## src/rtl/uart_tx_scheduler.sv

```systemverilog
// Buffers UART store bytes in a FIFO and paces them to the transmitter as
// single-cycle uart_we strobes separated by a fixed idle gap.
module uart_tx_scheduler #(
    parameter int unsigned DEPTH     = 16,
    parameter int unsigned ADDR_W    = 4,
    parameter int unsigned TX_CYCLES = 1042,
    parameter int unsigned CNT_W     = 11
) (
    input  logic              clk,
    input  logic              rst,
    input  logic              wr_en,
    input  logic [7:0]        wr_data,
    output logic              full,
    output logic              empty,
    output logic [ADDR_W:0]   level,
    output logic              uart_we,
    output logic [7:0]        uart_data,
    output logic [7:0]        drop_cnt
);

    typedef enum logic [1:0] {
        IDLE = 2'd0,
        SEND = 2'd1,
        GAP  = 2'd2
    } state_t;

    localparam logic [ADDR_W:0]  DEPTH_L  = (ADDR_W+1)'(DEPTH);
    localparam logic [CNT_W-1:0] GAP_LOAD = CNT_W'(TX_CYCLES - 1);

    logic [7:0]        mem_q [DEPTH];
    state_t            state_q, state_d;
    logic [ADDR_W-1:0] wr_ptr_q, wr_ptr_d;
    logic [ADDR_W-1:0] rd_ptr_q, rd_ptr_d;
    logic [ADDR_W:0]   level_q, level_d;
    logic [CNT_W-1:0]  cnt_q, cnt_d;
    logic              uart_we_q, uart_we_d;
    logic [7:0]        uart_data_q, uart_data_d;
    logic [7:0]        drop_cnt_q, drop_cnt_d;
    logic              push, pop;

    assign full      = (level_q == DEPTH_L);
    assign empty     = (level_q == '0) && (state_q == IDLE);
    assign level     = level_q;
    assign uart_we   = uart_we_q;
    assign uart_data = uart_data_q;
    assign drop_cnt  = drop_cnt_q;

    // full is the registered occupancy, so a write on the popping edge of a full FIFO is still rejected
    assign push = wr_en && !full;
    assign pop  = (state_q == IDLE) && (level_q != '0);

    always_comb begin
        state_d     = state_q;
        wr_ptr_d    = wr_ptr_q;
        rd_ptr_d    = rd_ptr_q;
        level_d     = level_q;
        cnt_d       = cnt_q;
        uart_we_d   = 1'b0;
        uart_data_d = uart_data_q;
        drop_cnt_d  = drop_cnt_q;

        if (push) begin
            wr_ptr_d = wr_ptr_q + ADDR_W'(1);
        end
        if (pop) begin
            rd_ptr_d = rd_ptr_q + ADDR_W'(1);
        end
        case ({push, pop})
            2'b10:   level_d = level_q + (ADDR_W+1)'(1);
            2'b01:   level_d = level_q - (ADDR_W+1)'(1);
            default: level_d = level_q;
        endcase

        if (wr_en && full && (drop_cnt_q != 8'hFF)) begin
            drop_cnt_d = drop_cnt_q + 8'd1;
        end

        case (state_q)
            IDLE: begin
                if (pop) begin
                    uart_data_d = mem_q[rd_ptr_q];
                    uart_we_d   = 1'b1;
                    state_d     = SEND;
                end
            end
            SEND: begin
                cnt_d   = GAP_LOAD;
                state_d = GAP;
            end
            GAP: begin
                if (cnt_q == '0) begin
                    state_d = IDLE;
                end else begin
                    cnt_d = cnt_q - CNT_W'(1);
                end
            end
            default: state_d = IDLE;
        endcase
    end

    always_ff @(posedge clk or posedge rst) begin
        if (rst) begin
            state_q     <= IDLE;
            wr_ptr_q    <= '0;
            rd_ptr_q    <= '0;
            level_q     <= '0;
            cnt_q       <= '0;
            uart_we_q   <= 1'b0;
            uart_data_q <= 8'h00;
            drop_cnt_q  <= '0;
        end else begin
            state_q     <= state_d;
            wr_ptr_q    <= wr_ptr_d;
            rd_ptr_q    <= rd_ptr_d;
            level_q     <= level_d;
            cnt_q       <= cnt_d;
            uart_we_q   <= uart_we_d;
            uart_data_q <= uart_data_d;
            drop_cnt_q  <= drop_cnt_d;
        end
    end

    // Storage is deliberately left out of reset.
    always_ff @(posedge clk) begin
        if (push) begin
            mem_q[wr_ptr_q] <= wr_data;
        end
    end

endmodule

```

## config.mk

```make
export PLATFORM = sky130hd
export DESIGN_NAME = uart_tx_scheduler
export DESIGN_NICKNAME = d
export VERILOG_FILES = /design/src/rtl/uart_tx_scheduler.sv
export SDC_FILE = /design/constraint.sdc
export NUM_CORES = 1
export LEC_CHECK = 0
export ABC_AREA = 1
export ABC_CLOCK_PERIOD_IN_PS = 2750
export CAP_MARGIN = 25
export CORE_MARGIN = 1
export CORE_UTILIZATION = 50
export CTS_CLUSTER_DIAMETER = 100
export DETAILED_ROUTE_END_ITERATION = 10
export GPL_TIMING_DRIVEN = 0
export PLACE_DENSITY = 0.68
export SLEW_MARGIN = 20
export SYNTH_ARGS = -nofsm -noshare
export SYNTH_HDL_FRONTEND = slang
export SYNTH_SLANG_ARGS = --single-unit
```

## constraint.sdc

```tcl
create_clock -name clk -period 2.75 [get_ports clk]
set_clock_uncertainty 0.15 [all_clocks]
set_input_delay 0.55 -clock clk [delete_from_list [all_inputs] [get_ports clk]]
set_output_delay 0.55 -clock clk [all_outputs]
set_load 0.01 [all_outputs]
```

==> results.py, run 1 <==
metrics = {
    "floorplanning": {
        "core-area_mm2": 0.0153,
        "initial_core_util_pct": 51.5,
        "die_y_um": 127,
        "die_area_mm2": 0.0162,
        "io-pin-count": 35,
        "die_w_um": 127,
        "std_cell_rows": 45,
    },
    "layout": {
        "antennaDiodeCount": 0,
        "utilization_pct": 59.5,
        "drive_gt1_share_pct": 8.04,
        "final_common_cell": "nand2_1",
        "areaGrowthSynthToFinish_pct": 15.4,
        "fin_area_mm2": 0.00907,
        "mostFrequentLayoutCells": "nand2_1, inv_1, edfxtp_1",
        "fin_nets": 893,
    },
    "route": {
        "drtAntennaViolNets": 0,
        "drt-initial-drc-count": 562,
        "routed-via-count": 5421,
        "drt_wl_total_um": 16800,
        "drc": 0,
        "drt-wirelength-per-cell_um": 15.4,
        "drtPass1Iterations": 5,
        "routed_via_density": 4.96,
    },
    "worst_setup_path": {
        "rr_worst_depth": 14,
        "critical_path_arrival_ns": 2.67,
        "crit_type": "register to register",
        "cp_max_fo": 12,
        "end_kind": "register",
        "cp.required_ns": 2.97,
        "start_kind": "register",
    },
    "sta": {
        "finalSetupViolCount": 0,
        "timing.hold.ws_ns": 0.266,
        "fmax_mhz": 408,
        "fin_crit_ns": 2.45,
        "fin_crit_sh_pct": 89.0,
        "report.final.hold_viol_count": 0,
        "worst_pin_slew_ns": 0.818,
        "grt_setup_unrepaired": "true",
        "final.setup.tns_ns": 0,
        "slew_violations": 0,
        "max_slew_margin_pct": 45.3,
    },
    "placement": {
        "dpl.hpwl_um": 11500,
        "placed_area_mm2": 0.00849,
        "place_congestion": 0.839,
        "portBuffers": 34,
    },
    "synth": {
        "yosys_warnings": 0,
        "yosys.area.top_type_share_pct": 48.9,
        "synth_area_leaders": "edfxtp_1, dfrtp_1, nand2_1, nand3_1, inv_1",
        "yosys.area.top_type": "edfxtp_1",
        "ys_ff_latch": 171,
        "synth_cell_types": 27,
        "synth_area_per_cell_um2": 9.64,
        "synth-seq-area-share_pct": 62.6,
        "synth_area_mm2": 0.00786,
        "syn_nets": 839,
        "synthCells": 816,
    },
    "status": {
        "status": "finished clean",
    },
    "flow_run": {
        "maxCapViolCount": 0,
    },
    "clock_tree": {
        "clockBufferDepth": 2,
        "holdBufCountCts": 0,
        "post_cts_buffers": 0,
        "cts-root-buf": "clkbuf_16",
        "numCtsBuffers": 17,
        "htreeDepth": 4,
        "clk_latency_ns": 0.43,
        "cts_tree": "built",
        "clkSlewWorstSetupHoldPaths_ns": 0.07,
        "cts.sinks": 171,
    },
    "power": {
        "p_per_area_mw_per_mm2": 697,
        "power_w": 0.00633,
        "power_leakage_nw": 4.07,
        "vdd_drop_max_mv": 0.615,
    },
    "min_path": {
        "min_path_type": "input port to async pin",
    },
    "global_routing": {
        "track_usage_pct": 22.4,
        "grt_pass1_wl_um": 26700,
        "grt_max_degree": 27,
        "overflow": 0,
        "grt_pass1_vias": 5057,
        "antenna_found_initial": 0,
    },
}
==> path summary, 6_finish.rpt <==
path	start	end	slack [ns]
worst max-delay path	level[0]	level[4]	0.30
worst min-delay path	rst	state_q[1]	0.27
worst max register to register	level[0]	level[4]	0.30
worst min register to register	uart_data[3]	uart_data[3]	0.34
max in group asynchronous	rst	level[0]	1.70
min in group clk	uart_data[3]	uart_data[3]	0.34
==> flip-flops by register name, summed over array words and instances, names as in the netlist <==
name       cells
mem_q        128
cnt_q         11
drop_cnt       8
uart_data      8
level          5
rd_ptr_q       4
wr_ptr_q       4
state_q        2
uart_we        1
==> power by group <==
part	leakage [nW]	internal (W)	total (W)	switching, W
Clock	0.283	0.00131	0.00231	0.00100
Sequential	1.67	0.00305	0.00319	0.000139
Combinational	2.11	0.000309	0.000825	0.000517
Total	4.07	0.00467	0.00633	0.00166
==> synthesized netlist by cell type, drive strengths merged <==
cell and instances:
a21boi 1, o22ai 2, ha 12, o21bai 1, nor2 34, nor3 3
nand3 120, o21ai 15, nand2 267, clkinv 2, inv 132, xnor2 7
dfrtp 43, xor2 14, nand4 6, buf 28, nand3b 1, edfxtp 128
==> cells by family after synthesis <==
family | after synthesis | synth area share, %
simple gates | 431 | 22.9
fa+ha+maj | 12 | 1.91
flops | 171 | 62.6
compound gates | 19 | 1.40
xor+xnor | 21 | 2.34
buf+inv | 162 | 8.85
==> area by class of cell <==
cell class,count,area (um2)
clock buffers,20,457
plain buffers,28,199
well taps,211,264
clock inverters,12,114
repair buffers,35,363
multi-input cells,483,2250
flip-flops and latches,171,4920
fillers,1251,6190
inverters,134,503
==> critical path, cell delays in order (launching register included) <==
cell and delay (ns):
dfrtp_2 0.44, nor2_2 0.13, nand4_1 0.16, nand2_1 0.12, inv_1 0.10, buf_6 0.16, ha_2 0.21, ha_1 0.33
inv_1 0.06, o21bai_1 0.14, inv_1 0.05, nand2_1 0.07, xor2_1 0.14, nand2_1 0.06, nand2_1 0.05
==> repair_timing <==
action | CTS | global route
endpoints found under the setup margin | 0 | 4
gates resized for setup | 0 | 7
hold endpoints to repair | 0 | 0
==> per-layer routing <==
layer / GRT usage (%) / wire (um) / up-vias
met3: 4.98 / 942 / 29
met1: 31.5 / 7840 / 2526
met2: 33.7 / 7620 / 148
li1: - / - / 2718
met5: 0 / 0 / -
met4: 9.17 / 427 / 0
==> metrics by stage <==
step / instances / worst slack (ns)
finish: 1094 / 0.302
global route: 1094 / -0.00804
CTS: 1094 / 0.127
detailed placement: 1062 / -0.0653
global placement: 1061 / -0.0302
floorplan: 816 / 0.435
No activity file was read; power rests on OpenSTA's default activity.
==> inputs of run 2 (changes only) <==
Settings changed: GPL_ROUTABILITY_DRIVEN set to 0.
==> results of run 2 <==
The final DEF is identical to that of run 1; final timing and power are the same.
==> inputs of run 3 (changes only) <==
Settings changed: ABC_CLOCK_PERIOD_IN_PS 2750 to 3100.
Clock period 2.75 ns to 3.1 ns, I/O delays scaled along.
==> results.py, run 3 (synthesis gave the netlist of run 1 again) <==
metrics = {
    "worst_setup_path": {
        "r2r_end": "level[4]",
        "r2r-start": "level[1]",
        "critPathCapture": "empty",
        "cp-startpoint": "level[0]",
        "end_kind": "primary output",
        "crit_type": "register to primary output",
        "start_kind": "register",
        "r2r_slack_ns": 0.49,
        "rr_worst_depth": 15,
        "cp_max_fo": 5,
        "cp.required_ns": 2.33,
        "critical_path_arrival_ns": 1.89,
    },
    "layout": {
        "fin_area_mm2": 0.00906,
        "mostFrequentLayoutCells": "nand2_1, inv_1, edfxtp_1",
        "antennaDiodeCount": 0,
        "reg_top3": "mem_q: 128 flops, cnt_q: 11 flops",
        "fin_nets": 893,
        "n_fill_cell": 1255,
        "seqCellArea_mm2": 0.00492,
        "areaGrowthSynthToFinish_pct": 15.2,
        "max_flop_register": "mem_q",
        "drive_gt1_share_pct": 7.70,
        "multi_input_area_mm2": 0.00225,
        "largest_register_ffs": 128,
        "final_common_cell": "nand2_1",
    },
    "global_routing": {
        "grt_max_degree": 27,
        "antenna_found_initial": 0,
        "overflow": 0,
        "grt_pass1_vias": 5057,
        "track_usage_pct": 22.4,
        "grt_pass1_wl_um": 26700,
    },
    "sta": {
        "grt_setup_unrepaired": "false",
        "fmax_mhz": 375,
        "finalSetupViolCount": 0,
        "max_slew_margin_pct": 44.3,
        "slew_violations": 0,
        "report.final.hold_viol_count": 0,
        "layout_setup_ws_ns": 0.437,
        "final.setup.tns_ns": 0,
        "worst_pin_slew_ns": 0.833,
        "fin_crit_ns": 2.66,
        "fin_crit_sh_pct": 85.9,
    },
    "route": {
        "dr_wl_met2_um": 7640,
        "drt-initial-drc-count": 626,
        "drtAntennaViolNets": 0,
        "drc": 0,
        "wl_met3_um": 1120,
        "routed_via_density": 5.00,
        "drt_wl_total_um": 16900,
        "top_layer": "met4",
        "routed-via-count": 5466,
        "wl_met1_um": 7720,
        "drt-wirelength-per-cell_um": 15.5,
        "drtPass1Iterations": 5,
    },
    "clock_tree": {
        "cts-root-buf": "clkbuf_16",
        "clockBufferDepth": 2,
        "htreeDepth": 4,
        "clk_latency_ns": 0.43,
        "holdBufCountCts": 0,
        "cts_tree": "built",
        "cts_resized": 0,
        "numCtsBuffers": 17,
        "clkSlewWorstSetupHoldPaths_ns": 0.07,
        "post_cts_buffers": 0,
        "cts.sinks": 171,
    },
    "power": {
        "vdd_drop_max_mv": 0.543,
        "power_leakage_nw": 4.05,
        "p_per_area_mw_per_mm2": 619,
    },
    "floorplanning": {
        "io-pin-count": 35,
        "die_w_um": 127,
        "die_area_mm2": 0.0162,
        "initial_core_util_pct": 51.5,
        "die_y_um": 127,
        "std_cell_rows": 45,
        "core-area_mm2": 0.0153,
    },
    "placement": {
        "portBuffers": 34,
        "placed_area_mm2": 0.00849,
        "preCtsSetupSlack_ns": 0.215,
        "dpl.hpwl_um": 11500,
    },
    "flow_run": {
        "maxCapViolCount": 0,
    },
    "min_path": {
        "min_path_type": "input port to async pin",
    },
    "status": {
        "status": "finished clean",
    },
}
==> run 3: worst max-delay path: stages, from the launching register on <==
cell             delay (ns)
dfrtp_1                0.43
nor2_1                 0.15
nand4_1                0.15
nor3_1                 0.16
clkdlybuf4s50_1        0.56
==> run 3: worst min-delay path by stage <==
stage | endpoint | startpoint | cells after the start | slack (ns)
after floorplan | cnt_q[0] | cnt_q[0] | 2 | 0.34
after global placement | uart_data[3] | uart_data[3] | 2 | 0.32
after detailed placement | uart_data[3] | uart_data[3] | 2 | 0.32
after CTS | state_q[1] | rst | 2 | 0.34
after global routing | uart_data[3] | uart_data[3] | 2 | 0.35
final | state_q[1] | rst | 2 | 0.33
==> run 3: layer usage <==
layer	up-vias	GRT usage, %
met1	2538	31.5
met5	-	0
li1	2718	-
met4	0	9.17
met3	31	4.98
met2	179	33.7
==> run 3: where the power goes <==
part	switching (W)	leakage, nW	total [W]	internal [W]
Combinational	0.000458	2.10	0.000730	0.000272
Clock	0.000895	0.283	0.00205	0.00116
Sequential	0.000121	1.68	0.00283	0.00271
Total	0.00147	4.05	0.00561	0.00414
==> run 3: layout make-up <==
cell class	count	share of cell area, %
well taps	211	2.91
repair buffers	35	3.98
flip-flops and latches	171	54.3
clock inverters	12	1.26
clock buffers	20	5.04
inverters	134	5.55
multi-input cells	483	24.8
plain buffers	28	2.13
==> run 3: stage by stage <==
step	instances	hold slack (ns)	total power, W	utilization (%)
finish	1094	0.334	0.00561	59.4
global route	1094	0.349	0.00584	59.4
CTS	1094	0.343	0.00564	59.4
detailed placement	1062	0.323	0.00361	55.6
global placement	1061	0.321	0.00359	55.5
floorplan	816	0.338	0.00330	-
